--- config.mk ---
export PLATFORM = sky130hd
export DESIGN_NAME = wb_arbiter_flat
export DESIGN_NICKNAME = d
export VERILOG_FILES = /design/src/rtl/wb_arbiter_if.sv /design/src/rtl/wb_arbiter.sv /design/src/flat_wrapper.sv
export SDC_FILE = /design/constraint.sdc
export NUM_CORES = 1
export LEC_CHECK = 0
export CORE_MARGIN = 5
export CORE_UTILIZATION = 48
export CTS_BUF_LIST = sky130_fd_sc_hd__clkbuf_4 sky130_fd_sc_hd__clkbuf_8
export DETAILED_ROUTE_END_ITERATION = 10
export GPL_ROUTABILITY_DRIVEN = 0
export GPL_TIMING_DRIVEN = 0
export PLACE_DENSITY = 0.78
export SYNTH_ARGS = -nofsm -noshare
export SYNTH_HDL_FRONTEND = slang
export SYNTH_SLANG_ARGS = --single-unit
--- constraint.sdc ---
create_clock -name clk -period 4 [get_ports clk]
set_clock_uncertainty 0.1 [all_clocks]
set_input_delay 0.6 -clock clk [delete_from_list [all_inputs] [get_ports clk]]
set_output_delay 0.6 -clock clk [all_outputs]
set_load 0.05 [all_outputs]
--- src/rtl/wb_arbiter_if.sv ---
// Writeback packet type and the FU -> ROB writeback bus that wb_arbiter sits on.
// The master modport drives the FU side and the ROB ready; the slave modport is the arbiter.
typedef struct packed {
  logic [5:0]  rob_idx;
  logic [1:0]  epoch;
  logic        is_branch;
  logic        mispredict;
  logic [15:0] data;
} fu_wb_t;

interface wb_arbiter_if #(
  parameter int NUM_REQ = 3,
  parameter int REQ_W   = $clog2(NUM_REQ)
);
  logic [NUM_REQ-1:0]   fu_valid;
  logic [NUM_REQ-1:0]   fu_ready;
  fu_wb_t [NUM_REQ-1:0] fu_pkt;
  logic                 flush_valid;
  logic                 wb_valid;
  logic                 wb_ready;
  fu_wb_t               wb_pkt;
  logic [REQ_W-1:0]     wb_grant_id;
  logic                 busy;

  modport master (
    output fu_valid, fu_pkt, flush_valid, wb_ready,
    input  fu_ready, wb_valid, wb_pkt, wb_grant_id, busy
  );

  modport slave (
    input  fu_valid, fu_pkt, flush_valid, wb_ready,
    output fu_ready, wb_valid, wb_pkt, wb_grant_id, busy
  );
endinterface

--- src/rtl/wb_arbiter.sv ---
// Shares the ROB writeback port among NUM_REQ FUs: 1-entry slot per FU, lockable round-robin grant.
// Optional macro WB_ARB_BRANCH_PRIO_EN: branch packets win arbitration, with a starvation guard.
module wb_arbiter #(
  parameter int NUM_REQ = 3,
  parameter int REQ_W   = $clog2(NUM_REQ)
) (
  input  logic        clk,
  input  logic        rst_n,
  wb_arbiter_if.slave bus
);

  logic [NUM_REQ-1:0] r_occ;
  fu_wb_t             r_pkt [NUM_REQ];
  logic [REQ_W-1:0]   r_rr_ptr;
  logic [REQ_W-1:0]   r_locked_id;
  logic [REQ_W-1:0]   r_last_grant;
  logic               r_lock;

  logic [REQ_W-1:0]   w_grant;
  logic [REQ_W-1:0]   w_rr_next;
  logic               w_wb_valid;
  logic               w_hs;
  logic [NUM_REQ-1:0] w_drain;
  logic [NUM_REQ-1:0] w_ready;
  logic [NUM_REQ-1:0] w_capture;

  // First set bit of mask scanning upward from ptr, modulo NUM_REQ.
  function automatic logic [REQ_W-1:0] rr_pick(input logic [NUM_REQ-1:0] mask,
                                               input logic [REQ_W-1:0]   ptr);
    logic [REQ_W-1:0] pick;
    int               idx;
    pick = '0;
    for (int k = NUM_REQ - 1; k >= 0; k--) begin
      idx = int'(ptr) + k;
      if (idx >= NUM_REQ) idx = idx - NUM_REQ;
      if (mask[REQ_W'(idx)]) pick = REQ_W'(idx);
    end
    return pick;
  endfunction

`ifdef WB_ARB_BRANCH_PRIO_EN
  logic [2:0]         r_br_cnt;
  logic [NUM_REQ-1:0] w_br_mask;
  logic [NUM_REQ-1:0] w_nb_mask;
  logic               w_starve;

  always_comb begin
    w_br_mask = '0;
    w_nb_mask = '0;
    for (int i = 0; i < NUM_REQ; i++) begin
      w_br_mask[i] = r_occ[i] &  r_pkt[i].is_branch;
      w_nb_mask[i] = r_occ[i] & ~r_pkt[i].is_branch;
    end
  end

  assign w_starve = (r_br_cnt >= 3'd4) && (|w_nb_mask);
`endif

  always_comb begin
    w_grant = rr_pick(r_occ, r_rr_ptr);
`ifdef WB_ARB_BRANCH_PRIO_EN
    if (w_starve)
      w_grant = rr_pick(w_nb_mask, r_rr_ptr);
    else if (|w_br_mask)
      w_grant = rr_pick(w_br_mask, r_rr_ptr);
`endif
    if (r_lock) w_grant = r_locked_id;
  end

  assign w_wb_valid = |r_occ;
  assign w_hs       = w_wb_valid && bus.wb_ready;
  assign w_rr_next  = (w_grant == REQ_W'(NUM_REQ - 1)) ? '0 : w_grant + REQ_W'(1);

  always_comb begin
    w_drain = '0;
    w_ready = '0;
    for (int i = 0; i < NUM_REQ; i++) begin
      w_drain[i] = w_hs && (w_grant == REQ_W'(i));
      w_ready[i] = !bus.flush_valid && (!r_occ[i] || w_drain[i]);
    end
  end

  assign w_capture = bus.fu_valid & w_ready;

  // Slot stage: control state
  always_ff @(posedge clk) begin
    if (!rst_n) begin
      r_occ        <= '0;
      r_rr_ptr     <= '0;
      r_lock       <= 1'b0;
      r_locked_id  <= '0;
      r_last_grant <= '0;
`ifdef WB_ARB_BRANCH_PRIO_EN
      r_br_cnt     <= '0;
`endif
    end else begin
      if (w_wb_valid) r_last_grant <= w_grant;
      if (bus.flush_valid) begin
        r_occ    <= '0;
        r_rr_ptr <= '0;
        r_lock   <= 1'b0;
`ifdef WB_ARB_BRANCH_PRIO_EN
        r_br_cnt <= '0;
`endif
      end else begin
        for (int i = 0; i < NUM_REQ; i++) begin
          // A capture in the draining cycle keeps the slot full with the new packet.
          if (w_capture[i])    r_occ[i] <= 1'b1;
          else if (w_drain[i]) r_occ[i] <= 1'b0;
        end
        if (w_hs) begin
          r_lock   <= 1'b0;
          r_rr_ptr <= w_rr_next;
`ifdef WB_ARB_BRANCH_PRIO_EN
          if (!r_pkt[w_grant].is_branch) r_br_cnt <= '0;
          else if (r_br_cnt != 3'd7)     r_br_cnt <= r_br_cnt + 3'd1;
`endif
        end else if (w_wb_valid) begin
          r_lock      <= 1'b1;
          r_locked_id <= w_grant;
        end
      end
    end
  end

  // Slot stage: packet data, no reset
  always_ff @(posedge clk) begin
    for (int i = 0; i < NUM_REQ; i++) begin
      if (w_capture[i]) r_pkt[i] <= bus.fu_pkt[i];
    end
  end

  assign bus.fu_ready    = w_ready;
  assign bus.wb_valid    = w_wb_valid;
  assign bus.wb_pkt      = w_wb_valid ? r_pkt[w_grant] : '0;
  assign bus.wb_grant_id = w_wb_valid ? w_grant : r_last_grant;
  assign bus.busy        = |r_occ;

endmodule

--- src/flat_wrapper.sv ---
// flat-port wrapper written by rule: the top's interface ports become plain ports
module wb_arbiter_flat 
#(
  parameter int NUM_REQ = 3,
  parameter int REQ_W   = $clog2(NUM_REQ)
)
  (clk, rst_n, bus_fu_valid, bus_fu_pkt, bus_flush_valid, bus_wb_ready, bus_fu_ready, bus_wb_valid, bus_wb_pkt, bus_wb_grant_id, bus_busy);
  wb_arbiter_if #(.NUM_REQ(NUM_REQ), .REQ_W(REQ_W)) bus_i ();
  input  logic clk;
  input  logic rst_n;
  input wire logic [$bits(bus_i.fu_valid)-1:0] bus_fu_valid;
  input wire logic [$bits(bus_i.fu_pkt)-1:0] bus_fu_pkt;
  input wire logic [$bits(bus_i.flush_valid)-1:0] bus_flush_valid;
  input wire logic [$bits(bus_i.wb_ready)-1:0] bus_wb_ready;
  output wire logic [$bits(bus_i.fu_ready)-1:0] bus_fu_ready;
  output wire logic [$bits(bus_i.wb_valid)-1:0] bus_wb_valid;
  output wire logic [$bits(bus_i.wb_pkt)-1:0] bus_wb_pkt;
  output wire logic [$bits(bus_i.wb_grant_id)-1:0] bus_wb_grant_id;
  output wire logic [$bits(bus_i.busy)-1:0] bus_busy;
  assign bus_i.fu_valid = bus_fu_valid;
  assign bus_i.fu_pkt = bus_fu_pkt;
  assign bus_i.flush_valid = bus_flush_valid;
  assign bus_i.wb_ready = bus_wb_ready;
  assign bus_fu_ready = bus_i.fu_ready;
  assign bus_wb_valid = bus_i.wb_valid;
  assign bus_wb_pkt = bus_i.wb_pkt;
  assign bus_wb_grant_id = bus_i.wb_grant_id;
  assign bus_busy = bus_i.busy;
  wb_arbiter #(.NUM_REQ(NUM_REQ), .REQ_W(REQ_W)) u_core (.clk(clk), .rst_n(rst_n), .bus(bus_i));
endmodule
==> impl_results.md, run 1 <==
* Final setup viols at 0
* Die span in y at 99.9 µm
* H-tree depth at 3
* Vias per cell at slightly below 6
* CP Max Fanout at 10
* Drt total wl at between 10000 and 15000 µm
* Reg clk slew, reported paths at approximately 0.09 ns
* Final Hold Vio Count at 0
* Hold Crit Class: register to register
* Post-Synthesis Net Count at between 300 and 400
* Synth warn at 0
* Startpoint class of the critical path: register
* CP bufs+invs at 4
* Max Buffers Root-to-Sink at 2
* Drt drc at 0
* Nets at approximately 520
* Most frequent cells in the layout: clkdlybuf4s50_1 (93), edfxtp_1 (78), o21ai_0 (31), nand3_1 (30), o31ai_1 (27)
* WS Path Type: register to primary output
* Cell row count at 32
* Final non-filler cell total at around 540
* Hold Buf Count CTS at 0
* DP Cell Count at just over 500
* Core Region at slightly below 8000 µm²
* Mapped Cells at 299
* Vias in the first global route at 3207
* Critical path, cell by cell: inv_1 > ha_1 > buf_6 > mux2i_1 > o221ai_2 > a31o_1 > buf_4 > nand4_1 > o22ai_1 > clkdlybuf4s50_1
* Global-route wire length before repair at roughly 16000 µm
* PD cells at between 300 and 400 nW/µm²
* Slew HR at 35.9%
* Number of flops mapped to enable cells by yosys at a little under 80
* ANT cells at 0
* Crit path required time at ~3.3 ns
* Max-slew violation count at 0
* Cell Int Power at ~0.0015 W
* Clk sinks at roughly 90
* FF+latch count, synth at 88
* Post-DRT Antenna Nets at 0
* Fin crit share at 96.5%
* CP arrival at 3.16 ns
* RSZ-0062 raised after global routing: false
* Sequential power share at approximately half
* Highest Clock Rate at around 260 MHz
* Status: finished clean
* Dominant synthesized flop cell: edfxtp_1
* Post-synth cell types at 46
* Sequential share of the synthesized area at between 60% and 70%
* Combinational share of power at between 20% and 30%
* Initial antenna violation count at 0
* FF-to-FF setup slack at roughly 0.87 ns
* Crit path time final at a little under 4 ns
* WHS at around 0.40 ns
* Max-cap viol count at 0
* Clock share of power at roughly 29%
* Switch Pwr at between 0.0006 and 0.0007 W
* PortBufs at between 100 and 150
* CP peak stage delay at 0.84 ns
* TritonCTS Buffers at 9
* Switching share of power at 29.1%
* CTS tree: yes
* Full die area at 9980 µm²
* Sum of net half-perimeters after detailed placement at ~7400 µm
* Peak VDD IR at approximately 0.24 mV
* Synthesized cell area at 3880 µm²
* TNS Setup at 0 ns
* Layout cells sized above 1 at about 10%
* DR vias at 3095
* Drt pass-1 iters at 6
* Syn_area_per_cell at 13.0 µm²
* Dpl ws at approximately 0.30 ns
* Total Routing Usage GR at approximately 21%
* Worst Tran Pin Value at approximately 0.96 ns
* Final setup margin at around 0.14 ns
* Die Wd at 99.9 µm
* Fraction of registers with async set/reset at 0%
* CP top delay family: buffers and inverters
* First DRT Iteration DRCs at between 200 and 250
* Worst path slowest cell: clkdlybuf4s50_1
* Grt total ovfl at 0
* Io pins at about 120
* Routed WL per cell at 19.4 µm
* Leakage at 2.02 nW
* Synth-to-layout area growth at 40.9%
* Worst-Skew Late Latency at roughly 0.36 ns
* Crit. End Element: primary output
* Initial core utilization at 49.7%
* Root buffer cell: clkbuf_8
* Largest net degree at the start of global routing at 27
* Commonest non-fill, non-tap cell in the layout: clkdlybuf4s50_1
sequential cells by signal, indices dropped and copies added, names as in the netlist:
name                 flops
u_core.r_rr_ptr          2
u_core.r_last_grant      2
u_core.r_occ             3
u_core.r_locked_id       2
u_core.r_pkt            78
u_core.r_lock            1
worst min-delay path, stage by stage, from the launching register on:
cell      delay [ns]
dfxtp_1         0.32
nand2_1         0.07
a21boi_0        0.07
synth_stat cells (all sizes together), types with 2 or more instances:
library cell | instances | area (µm²)
nand3b | 2 | 15.0
o21a | 2 | 15.0
or3 | 2 | 12.5
mux2 | 2 | 26.3
mux2i | 2 | 20.0
edfxtp | 78 | 2340
ha | 3 | 37.5
a21oi | 6 | 30.0
o21ai | 33 | 169
nand3 | 30 | 150
dfxtp | 10 | 200
nand2 | 6 | 25.0
and2 | 3 | 18.8
o31ai | 27 | 203
buf | 15 | 109
o221ai | 2 | 30.0
nand4 | 2 | 12.5
clkbuf | 11 | 41.3
nand2b | 6 | 37.5
a31oi | 27 | 184
nor2 | 3 | 11.3
inv | 8 | 30.0
o21ba | 2 | 20.0
a21boi | 2 | 15.0
nor3 | 2 | 10.0
worst paths after layout:
path / startpoint / to / depth (start not counted)
hold reg to reg: u_core.r_last_grant[1] / u_core.r_last_grant[1] / 2
setup reg to reg: u_core.r_rr_ptr[0] / u_core.r_pkt[0][8] / 8
hold / removal: u_core.r_last_grant[1] / u_core.r_last_grant[1] / 2
setup / recovery: u_core.r_rr_ptr[1] / bus_fu_ready[2] / 10
cell type report:
type / count / area, µm²
buffer: 26 / 151
clock buffer: 9 / 124
clock inverter: 7 / 76.3
timing repair buffer: 118 / 1220
fill: 562 / 2340
tap: 102 / 128
sequential: 88 / 2540
multi-input combinational: 177 / 1200
inverter: 8 / 30.0
cells by family after synthesis:
family	synth area share (%)
compound gates	19.5
flops	65.6
simple gates	8.16
buf+inv	4.65
mux	1.19
fa+ha+maj	0.968
what timing repair did:
action,CTS,global route
gates resized for setup,15,10
buffers inserted,0,0
setup endpoints to repair,15,9
metal layers:
| layer | GRT usage, % | routed length [µm] |
|---|---|---|
| met3 | 5.35 | 798 |
| met5 | 0 | 0 |
| met2 | 36.8 | 5280 |
| met4 | 6.72 | 174 |
| met1 | 24.3 | 4110 |
stage by stage:
| step | util [%] | total power, W | instance area [µm²] |
|---|---|---|---|
| after global routing | 70.0 | 0.00222 | 5470 |
| after floorplan | - | 0.00134 | 3880 |
| after CTS | 69.7 | 0.00216 | 5440 |
| final | 70.0 | 0.00215 | 5470 |
| after global placement | 66.2 | 0.00153 | 5170 |
| after detailed placement | 67.4 | 0.00155 | 5260 |
power groups by stage:
| stage | Clock (W) | Sequential, W | Combinational (W) |
|---|---|---|---|
| floorplan | 0 | 0.00108 | 0.000262 |
| global placement | 0 | 0.00108 | 0.000450 |
| detailed placement | 0 | 0.00108 | 0.000470 |
| CTS | 0.000636 | 0.00106 | 0.000461 |
| global route | 0.000676 | 0.00107 | 0.000483 |
| finish | 0.000628 | 0.00106 | 0.000458 |
Note: power is estimated with default switching activity, not from simulation.
==> run 2: changes to the inputs <==
Settings changed: CELL_PAD_IN_SITES_DETAIL_PLACEMENT set to 1, CELL_PAD_IN_SITES_GLOBAL_PLACEMENT set to 2, CORE_UTILIZATION 48 to 31, PLACE_DENSITY 0.78 to 0.77.
==> run 2 against run 1 <==
Combinational power grew 1%. Global-route usage shrank 4.4 points. First-iteration DRC count shrank 53%. Die area grew 49%. Non-clock buffer count grew 1. Cell count grew 13%. Wire length grew 13%. Design area grew 1.8%. Clock power grew 1%. Critical path depth shrank 2. Critical endpoint is now bus_wb_pkt[12].
==> impl_results.md, run 2 (synthesis results as in run 1) <==
* Post-CTS Setup Inserts at 0 (unchanged)
* ANT cells at 0 (unchanged)
* Cell row count at 40 (+25%)
* Total Routing Usage GR at 16.3% (-4.4 points)
* Critical path, cell by cell: inv_1 > ha_1 > a221o_1 > o21ai_2 > nand2_2 > clkbuf_1 > a31oi_1 > dlygate4sd2_1
* Max reg flops at 78 (unchanged)
* Drt drc at 0 (unchanged)
* PD cells at 389 nW/µm² (-1.2%)
* GR peak layer: met2
* Die Wd at 122 µm (+22%)
* Utilization after layout at 45.7% (-24 points)
* Global-route wire length before repair at 18400 µm (+15%)
* DR vias at 3011 (-2.7%)
* Reg2Reg Depth at 10 (+2)
* Storage cell area at 2540 µm² (unchanged)
* Final Instance Area at 5560 µm² (+1.8%)
* Drt pass-1 iters at 4 (-2)
* Hold Buf Count CTS at 0 (unchanged)
* Largest net degree at the start of global routing at 19 (-30%)
* Worst-Skew Late Latency at 0.36 ns (about the same)
* Status: finished clean
* Hold EP: u_core.r_last_grant[1]
* Grt met1 use at 21.3% (-3.0 points)
* Worst path slowest cell: dlygate4sd2_1
* Register with the most flip-flops: u_core.r_pkt
* Layout cells sized above 1 at 12.0% (+1.8 points)
* Clk sinks at 88 (unchanged)
* Post-DRT Antenna Nets at 0 (unchanged)
* Fill cell count at 1265 (+130%)
* PortBufs at 116 (unchanged)
* Synth-to-layout area growth at 43.4%
* Max-slew violation count at 0 (unchanged)
* CP arrival at 3.08 ns (-0.08 ns)
* Met3 GRT Util at 4.27% (-1.1 points)
* Vias per cell at 5.00 (-14%)
* Most frequent cells in the layout: clkdlybuf4s50_1 (87), edfxtp_1 (78), o21ai_0 (31), nand3_1 (30), o31ai_1 (27)
* Hold Crit Class: register to register
* Routed WL per cell at 19.5 µm (+0.71%)
* Nets at 517 (+0.19%)
* Post-CTS Resized at 19 (+4)
* Grt total ovfl at 0 (unchanged)
* Top flop regs: u_core.r_pkt x78, u_core.r_occ x3
* Reg clk slew, reported paths at 0.09 ns (about the same)
* Io pins at 118 (unchanged)
* CTS tree: yes
* Die span in y at 122 µm (+22%)
* Worst Tran Pin Value at 0.649 ns (-0.310 ns)
* Crit path required time at 3.30 ns (about the same)
* Peak VDD IR at 0.190 mV (-21%)
* Max-cap viol count at 0 (unchanged)
* Final Hold Vio Count at 0 (unchanged)
* WS Path Type: register to primary output
* First DRT Iteration DRCs at 116 (-53%)
* RSZ-0062 raised after global routing: false
* Root buffer cell: clkbuf_8
* Full die area at 14800 µm² (+49%)
* Commonest non-fill, non-tap cell in the layout: clkdlybuf4s50_1
* CP Max Fanout at 10 (unchanged)
* DP Cell Count at 586 (+13%)
* Crit path time final at 3.78 ns (-0.0766 ns)
* Worst r2r src: u_core.r_rr_ptr[0]
* Initial antenna violation count at 0 (unchanged)
* HP Start: u_core.r_last_grant[1]
* CP peak stage delay at 0.55 ns (-0.29 ns)
* Worst R2R End: u_core.r_pkt[1][25]
* Fin crit share at 94.6% (-1.9 points)
* Sum of net half-perimeters after detailed placement at 8480 µm (+14%)
* Multi-input logic area at 1200 µm² (+0.10%)
* FF-to-FF setup slack at 0.97 ns (+0.10 ns)
* TritonCTS Buffers at 9 (unchanged)
* Final setup viols at 0 (unchanged)
* Leakage at 2.08 nW (+2.8%)
* H-tree depth at 3 (unchanged)
* Startpoint class of the critical path: register
* Crit. End Element: primary output
* Initial core utilization at 31.9% (-18 points)
* Met2 Track Usage GR at 26.6% (-10 points)
* Final non-filler cell total at 602 (+13%)
* Vias in the first global route at 3390 (+5.7%)
* Highest Clock Rate at 264 MHz (+2.0%)
* WHS at 0.404 ns (+0.00440 ns)
* Placed Area at 5360 µm² (+1.9%)
* Slew HR at 56.7% (+21 points)
* Max Buffers Root-to-Sink at 2 (unchanged)
* Drt total wl at 11700 µm (+13%)
* Hold path cells at 2 (unchanged)
* Core Region at 12200 µm² (+56%)
run 2: power by group:
group / internal [W] / switching [W]
logic: 0.000179 / 0.000285
clock network: 0.000295 / 0.000341
registers: 0.00105 / 0.0000142
total: 0.00152 / 0.000640
run 2: through the flow:
step | setup TNS, ns | worst slack [ns] | total power [W]
after floorplan | 0 | 0.529 | 0.00134
after global placement | -63.39 | -1.17 | 0.00155
after detailed placement | 0 | 0.110 | 0.00157
after CTS | 0 | 0.00482 | 0.00219
after global routing | 0 | 0.0122 | 0.00226
final | 0 | 0.217 | 0.00216
run 2: final cells by class:
type	count	area share, %
repair buffers	119	22.0
multi-input cells	177	21.5
clock inverters	7	1.44
well taps	168	3.78
plain buffers	26	2.74
clock buffers	9	2.23
inverters	8	0.540
flip-flops and latches	88	45.7
run 2: worst max-delay path by stage:
stage	start	end	slack (ns)	cells after the start
6_report	u_core.r_rr_ptr[0]	bus_wb_pkt[12]	0.22	8
5_1_grt	u_core.r_rr_ptr[1]	bus_wb_pkt[19]	0.01	10
4_1_cts	u_core.r_rr_ptr[0]	bus_wb_pkt[13]	0.005	8
3_5_place_dp	u_core.r_rr_ptr[0]	bus_wb_pkt[15]	0.11	9
3_3_place_gp	bus_fu_valid[2]	u_core.r_pkt[2][11]	-1.17	3
2_1_floorplan	u_core.r_rr_ptr[0]	u_core.r_pkt[0][0]	0.53	8
run 2: layer usage:
metal  wire [µm]  share of wire [%]  vias to the layer above
li1            -                  -                     1450
met5           0                  0                        -
met1        5200                 44                     1466
met3         660                5.6                       13
met2        5700                 49                       82
met4         178                1.5                        0
run 2: worst max-delay path, delay by kind of cell (launching register included):
| family | cells | cell delay [ns] |
|---|---|---|
| simple gates | 1 | 0.19 |
| flops | 1 | 0.37 |
| fa+ha+maj | 1 | 0.39 |
| buf+inv | 3 | 0.89 |
| compound gates | 3 | 0.89 |
